### src/rtl/usr_pkg.sv
// Shared types for the universal shift register frame sequencer.
// Holds the sequencer state encoding and the frame counter width.
package usr_pkg;

  typedef enum logic [1:0] {
    FILL,
    LOAD,
    CAPTURE,
    FLUSH
  } usr_state_e;

  localparam int FCNT_W = 16;

endpackage

### src/rtl/usr_frame_sequencer.sv
// Stages a SIZE-word frame into a parallel image, then sequences the
// shift register through load, capture and a SIZE-cycle flush.
module usr_frame_sequencer
  import usr_pkg::*;
#(
  parameter int WIDTH = 8,
  parameter int SIZE  = 3
) (
  input  logic                  clk,
  input  logic                  rst,
  input  logic                  s_valid,
  output logic                  s_ready,
  input  logic [WIDTH-1:0]      s_data,
  input  logic                  s_dir,
  output logic                  load,
  output logic                  ce,
  output logic                  dir,
  output logic [WIDTH-1:0]      data_in,
  output logic [WIDTH*SIZE-1:0] din,
  output logic                  tap_valid,
  output logic                  busy,
  output logic [FCNT_W-1:0]     frame_cnt
);

  localparam int IW = (SIZE > 1) ? $clog2(SIZE) : 1;
  localparam logic [IW-1:0] LAST = IW'(SIZE - 1);

  usr_state_e            state_q;
  logic [IW-1:0]         idx_q;
  logic [IW-1:0]         k_q;
  logic                  s_ready_q;
  logic                  load_q;
  logic                  ce_q;
  logic                  dir_q;
  logic [WIDTH*SIZE-1:0] din_q;
  logic                  tap_q;
  logic                  busy_q;
  logic [FCNT_W-1:0]     frame_cnt_q;

  // Frame FSM: fill words, pulse load, wait out capture, then flush.
  always_ff @(posedge clk) begin
    if (rst) begin
      state_q     <= FILL;
      idx_q       <= '0;
      k_q         <= '0;
      s_ready_q   <= 1'b1;
      load_q      <= 1'b0;
      ce_q        <= 1'b0;
      dir_q       <= 1'b0;
      din_q       <= '0;
      tap_q       <= 1'b0;
      busy_q      <= 1'b0;
      frame_cnt_q <= '0;
    end else begin
      unique case (state_q)
        FILL: begin
          if (s_valid && s_ready_q) begin
            for (int i = 0; i < SIZE; i++) begin
              if (idx_q == IW'(i)) begin
                din_q[i*WIDTH +: WIDTH] <= s_data;
              end
            end
            if (idx_q == '0) begin
              dir_q <= s_dir;
            end
            if (idx_q == LAST) begin
              idx_q     <= '0;
              state_q   <= LOAD;
              load_q    <= 1'b1;
              ce_q      <= 1'b1;
              s_ready_q <= 1'b0;
              busy_q    <= 1'b1;
            end else begin
              idx_q <= idx_q + 1'b1;
            end
          end
        end
        LOAD: begin
          load_q  <= 1'b0;
          state_q <= CAPTURE;
        end
        CAPTURE: begin
          k_q     <= '0;
          tap_q   <= 1'b1;
          state_q <= FLUSH;
        end
        FLUSH: begin
          if (k_q == LAST) begin
            k_q         <= '0;
            idx_q       <= '0;
            tap_q       <= 1'b0;
            ce_q        <= 1'b0;
            busy_q      <= 1'b0;
            s_ready_q   <= 1'b1;
            frame_cnt_q <= frame_cnt_q + 1'b1;
            state_q     <= FILL;
          end else begin
            k_q <= k_q + 1'b1;
          end
        end
        default: state_q <= FILL;
      endcase
    end
  end

  assign s_ready   = s_ready_q;
  assign load      = load_q;
  assign ce        = ce_q;
  assign dir       = dir_q;
  assign data_in   = '0;
  assign din       = din_q;
  assign tap_valid = tap_q;
  assign busy      = busy_q;
  assign frame_cnt = frame_cnt_q;

endmodule

### config.mk
export PLATFORM = sky130hd
export DESIGN_NAME = usr_frame_sequencer
export DESIGN_NICKNAME = d
export VERILOG_FILES = /design/src/rtl/usr_pkg.sv /design/src/rtl/usr_frame_sequencer.sv
export SDC_FILE = /design/constraint.sdc
export NUM_CORES = 1
export LEC_CHECK = 0
export CAP_MARGIN = 0
export CELL_PAD_IN_SITES_DETAIL_PLACEMENT = 1
export CELL_PAD_IN_SITES_GLOBAL_PLACEMENT = 1
export CORE_ASPECT_RATIO = 1.4
export CORE_MARGIN = 4
export CORE_UTILIZATION = 32
export DETAILED_ROUTE_END_ITERATION = 6
export GPL_TIMING_DRIVEN = 0
export PLACE_DENSITY = 0.84
export RECOVER_POWER = 100
export SYNTH_ARGS = -nofsm -noshare
export SYNTH_HDL_FRONTEND = slang
export SYNTH_SLANG_ARGS = --single-unit
### constraint.sdc
create_clock -name clk -period 1.6 [get_ports clk]
set_input_delay 0.32 -clock clk [delete_from_list [all_inputs] [get_ports clk]]
set_output_delay 0.32 -clock clk [all_outputs]
set_load 0.005 [all_outputs]
==> reports/results.tsv <==
metric	value	unit
status	finished, violations left	
failing checks	setup timing	
synthesized area	2265	um2
vias in the first global route	1976	
CTS Sinks	51	
vias per cell	4.659	
clock latency at the later pin of the worst-skew pair	0.31	ns
drt pass-1 iters	2	
Final Net Count	339	
top_reg_cell synth	dfxtp_1	
final cycle utilization of the critical path	1.006	
Max Used Layer	met4	
sequential-to-total area share from yosys stat	0.4508	
crit-path leading delay family	buffers and inverters	
Crit-path slowest cell	clkdlybuf4s50_1	
reg2reg path depth	7	
Site Rows	36	
critical path class	in -> reg	
layout cells sized above 1	0.2329	
Worst R2R End	din[13]	
Synth Area in XOR/XNOR	0.04254	
DRT iter0 DRCs	37	
met2 wire length	3580	um
Die Wd	79.10	um
total CTS buffers	5	
post-layout instance area	3353	um2
Hold EP	frame_cnt[15]	
final hold vios	0	
Tmin final	1.610	ns
worst-path cell chain	clkdlybuf4s50_1, nand3_4, or3b_4, buf_6, mux2i_2, nor2_1	
Slew headroom	0.6285	
IO Count	66	
Layout area overhead	48.07	%
power per standard cell area	863.2	nW/um2
final worst slack	-0.009648	ns
maximum fanout along the worst path	5	
CP Buf/Inv Count	2	
H-tree levels	2	
TritonCTS clock tree	yes	
mux cell area share after synthesis	0.1343	
drt drc	0	
RSZ-0062 raised after global routing	yes	
crit start category	input port	
CP startpoint	s_valid	
simple-gate share of the synthesized area	0.2133	
Leak	1.375	nW
Avg Inst Size Synth	9.596	um2
GRT Util Overall	0.1409	
initial antenna violation count	0	
crit-path max cell delay	0.55	ns
initial core utilization	0.3265	
Area after DPL	2973	um2
die area	8506	um2
Final Wtd Congestion	0.7380	
CP Data Required Time	1.79	ns
Arrival @ worst endpoint	1.80	ns
# setup viols final	3	
Placeable Area	6937	um2
Synth Area in Adders	0.03315	
Post-synth EDFFs	0	
grt ovf	0	
metal1 wirelength	2345	um
WHS Path Cells	3	
Post-Route WL	6271	um
drt wl/cell	15.04	um
max-slew violations	0	
Clock transition at path regs	0.10	ns
Max Freq	0.6213	GHz
Via Count	1943	
reg2reg start	state_q[0]	
Final Power	2.894	mW
Crit. End Element	register	
Cells after Synth	236	
Peak VDD IR	0.4698	mV
clk root buf	clkbuf_8	
ANT cells	0	
number of distinct library cells after synthesis	44	
hpwl dp	4281	um
largest family of logic cells by synthesized area	simple AND/OR/NAND/NOR gates	
count of input and output buffers	56	
Die H	107.5	um
utilization after layout	0.4834	
Clock Tree Buf Depth	2	
clock skew	0.01656	ns
first-pass GRT wire length	9570	um
Worst-Margin Slew	0.5572	ns
Routed Antenna Nets	0	
Min-Delay Path Class	in -> reg	
pre-CTS WS	-0.3482	ns
Met3 Wirelength	268	um
hold path start	rst	
number of synthesized register bits	51	
FF-to-FF setup slack	0	ns
Max Cap Viol	0	
largest net degree at the start of global routing	17	
yosys warns	0	
FFs w/ async S/R, synth	0	
Compound-Gate Fraction of Synth Area	0.06188	
[worst reg2reg max path: cells and delay by family, from the launching register on]
| kind | cells | cell delay [ns] |
|---|---|---|
| buffers and inverters | 2 | 0.23 |
| AND/OR/NAND/NOR | 3 | 0.58 |
| adder cells (fa/ha/maj) | 1 | 0.14 |
| flip-flops | 1 | 0.37 |
| multiplexers | 1 | 0.17 |
[kinds of logic (layout without fill, tap and decap cells)]
| family | count (synthesis) | in the layout |
|---|---|---|
| flops | 51 | 51 |
| fa+ha+maj | 6 | 6 |
| compound gates | 20 | 20 |
| other cells | 1 | 8 |
| buf+inv | 25 | 104 |
| mux | 30 | 30 |
| simple gates | 92 | 92 |
| xor+xnor | 11 | 11 |
[routing by layer]
| metal | track usage | up-vias |
|---|---|---|
| li1 | - | 947 |
| met1 | 0.1488 | 946 |
| met2 | 0.2639 | 42 |
| met3 | 0.04020 | 8 |
| met4 | 0.04545 | 0 |
| met5 | 0 | - |
[cell usage in the layout (no fill, tap or decap), types with 2 or more instances in the layout]
master / instances
nand4_1: 3
conb_1: 8
o21ai_0: 2
nor4_2: 2
buf_4: 22
inv_1: 4
nand3_1: 6
mux2i_1: 26
nor2b_1: 4
mux2_1: 3
nor2_4: 3
buf_6: 4
xor2_1: 4
a21oi_1: 6
nor3_2: 2
nor3_1: 2
nor2_1: 50
a211oi_1: 2
nand2_1: 4
clkdlybuf4s50_1: 55
clkbuf_1: 5
dfxtp_1: 37
clkbuf_8: 6
xnor2_1: 7
nand2b_1: 2
ha_1: 4
dfxtp_2: 13
[registers in the layout, indices dropped and copies added (netlist names), 2 cells and up]
name / cells
din: 24
frame_cnt: 16
idx_q: 2
k_q: 2
state_q: 2
[power breakdown]
part / total, mW / internal [mW] / switching, mW
combinational: 0.553 / 0.314 / 0.239
clock: 0.958 / 0.515 / 0.443
sequential: 1.38 / 1.34 / 0.0482
[worst max path at each step]
stage	to	depth (start not counted)
after floorplan	frame_cnt[14]	6
after detailed placement	din[0]	6
after global placement	din[17]	5
after global routing	frame_cnt[10]	7
after CTS	frame_cnt[10]	7
final	din[13]	6
[cell usage after synthesis (all sizes together), types with 2 or more instances]
library cell,number,share of area
xnor2,7,0.027
mux2i,27,0.12
dfxtp,51,0.45
xor2,4,0.015
and3,2,0.0055
nand3,7,0.018
nor2b,4,0.011
nand2b,2,0.0055
inv,6,0.0099
a211oi,2,0.0066
o21ai,2,0.0044
ha,6,0.033
clkbuf,5,0.0083
buf,14,0.044
nand4,4,0.014
nor4,3,0.017
nor2,54,0.095
nand2,5,0.0083
nor3,5,0.011
mux2,3,0.015
a21oi,7,0.015
[stage by stage]
step	cells	setup TNS, ns	hold slack, ns
final	417	-0.01344	0.3873
after global routing	417	-0.8305	0.4191
after CTS	411	0	0.3906
after detailed placement	394	-8.909	0.4879
after global placement	394	-7.290	0.4748
after floorplan	243	0	0.4639
[repair_timing]
action                     CTS  global route
setup endpoints to repair   43            38
gates resized for setup     21            23
cloned                       1             0
setup buffers                8             6
hold buffers                 0             0
pin swaps                    3             2
[cell type report]
class                   instances  area, um2
fillers                       817       3583
multi-input cells             167       1226
flip-flops and latches         51       1041
repair buffers                 71      695.7
plain buffers                  19      125.1
well taps                      95      118.9
clock buffers                   6      82.58
clock inverters                 2      38.79
inverters                       6      25.02
Note: power is estimated with default switching activity, not from simulation.
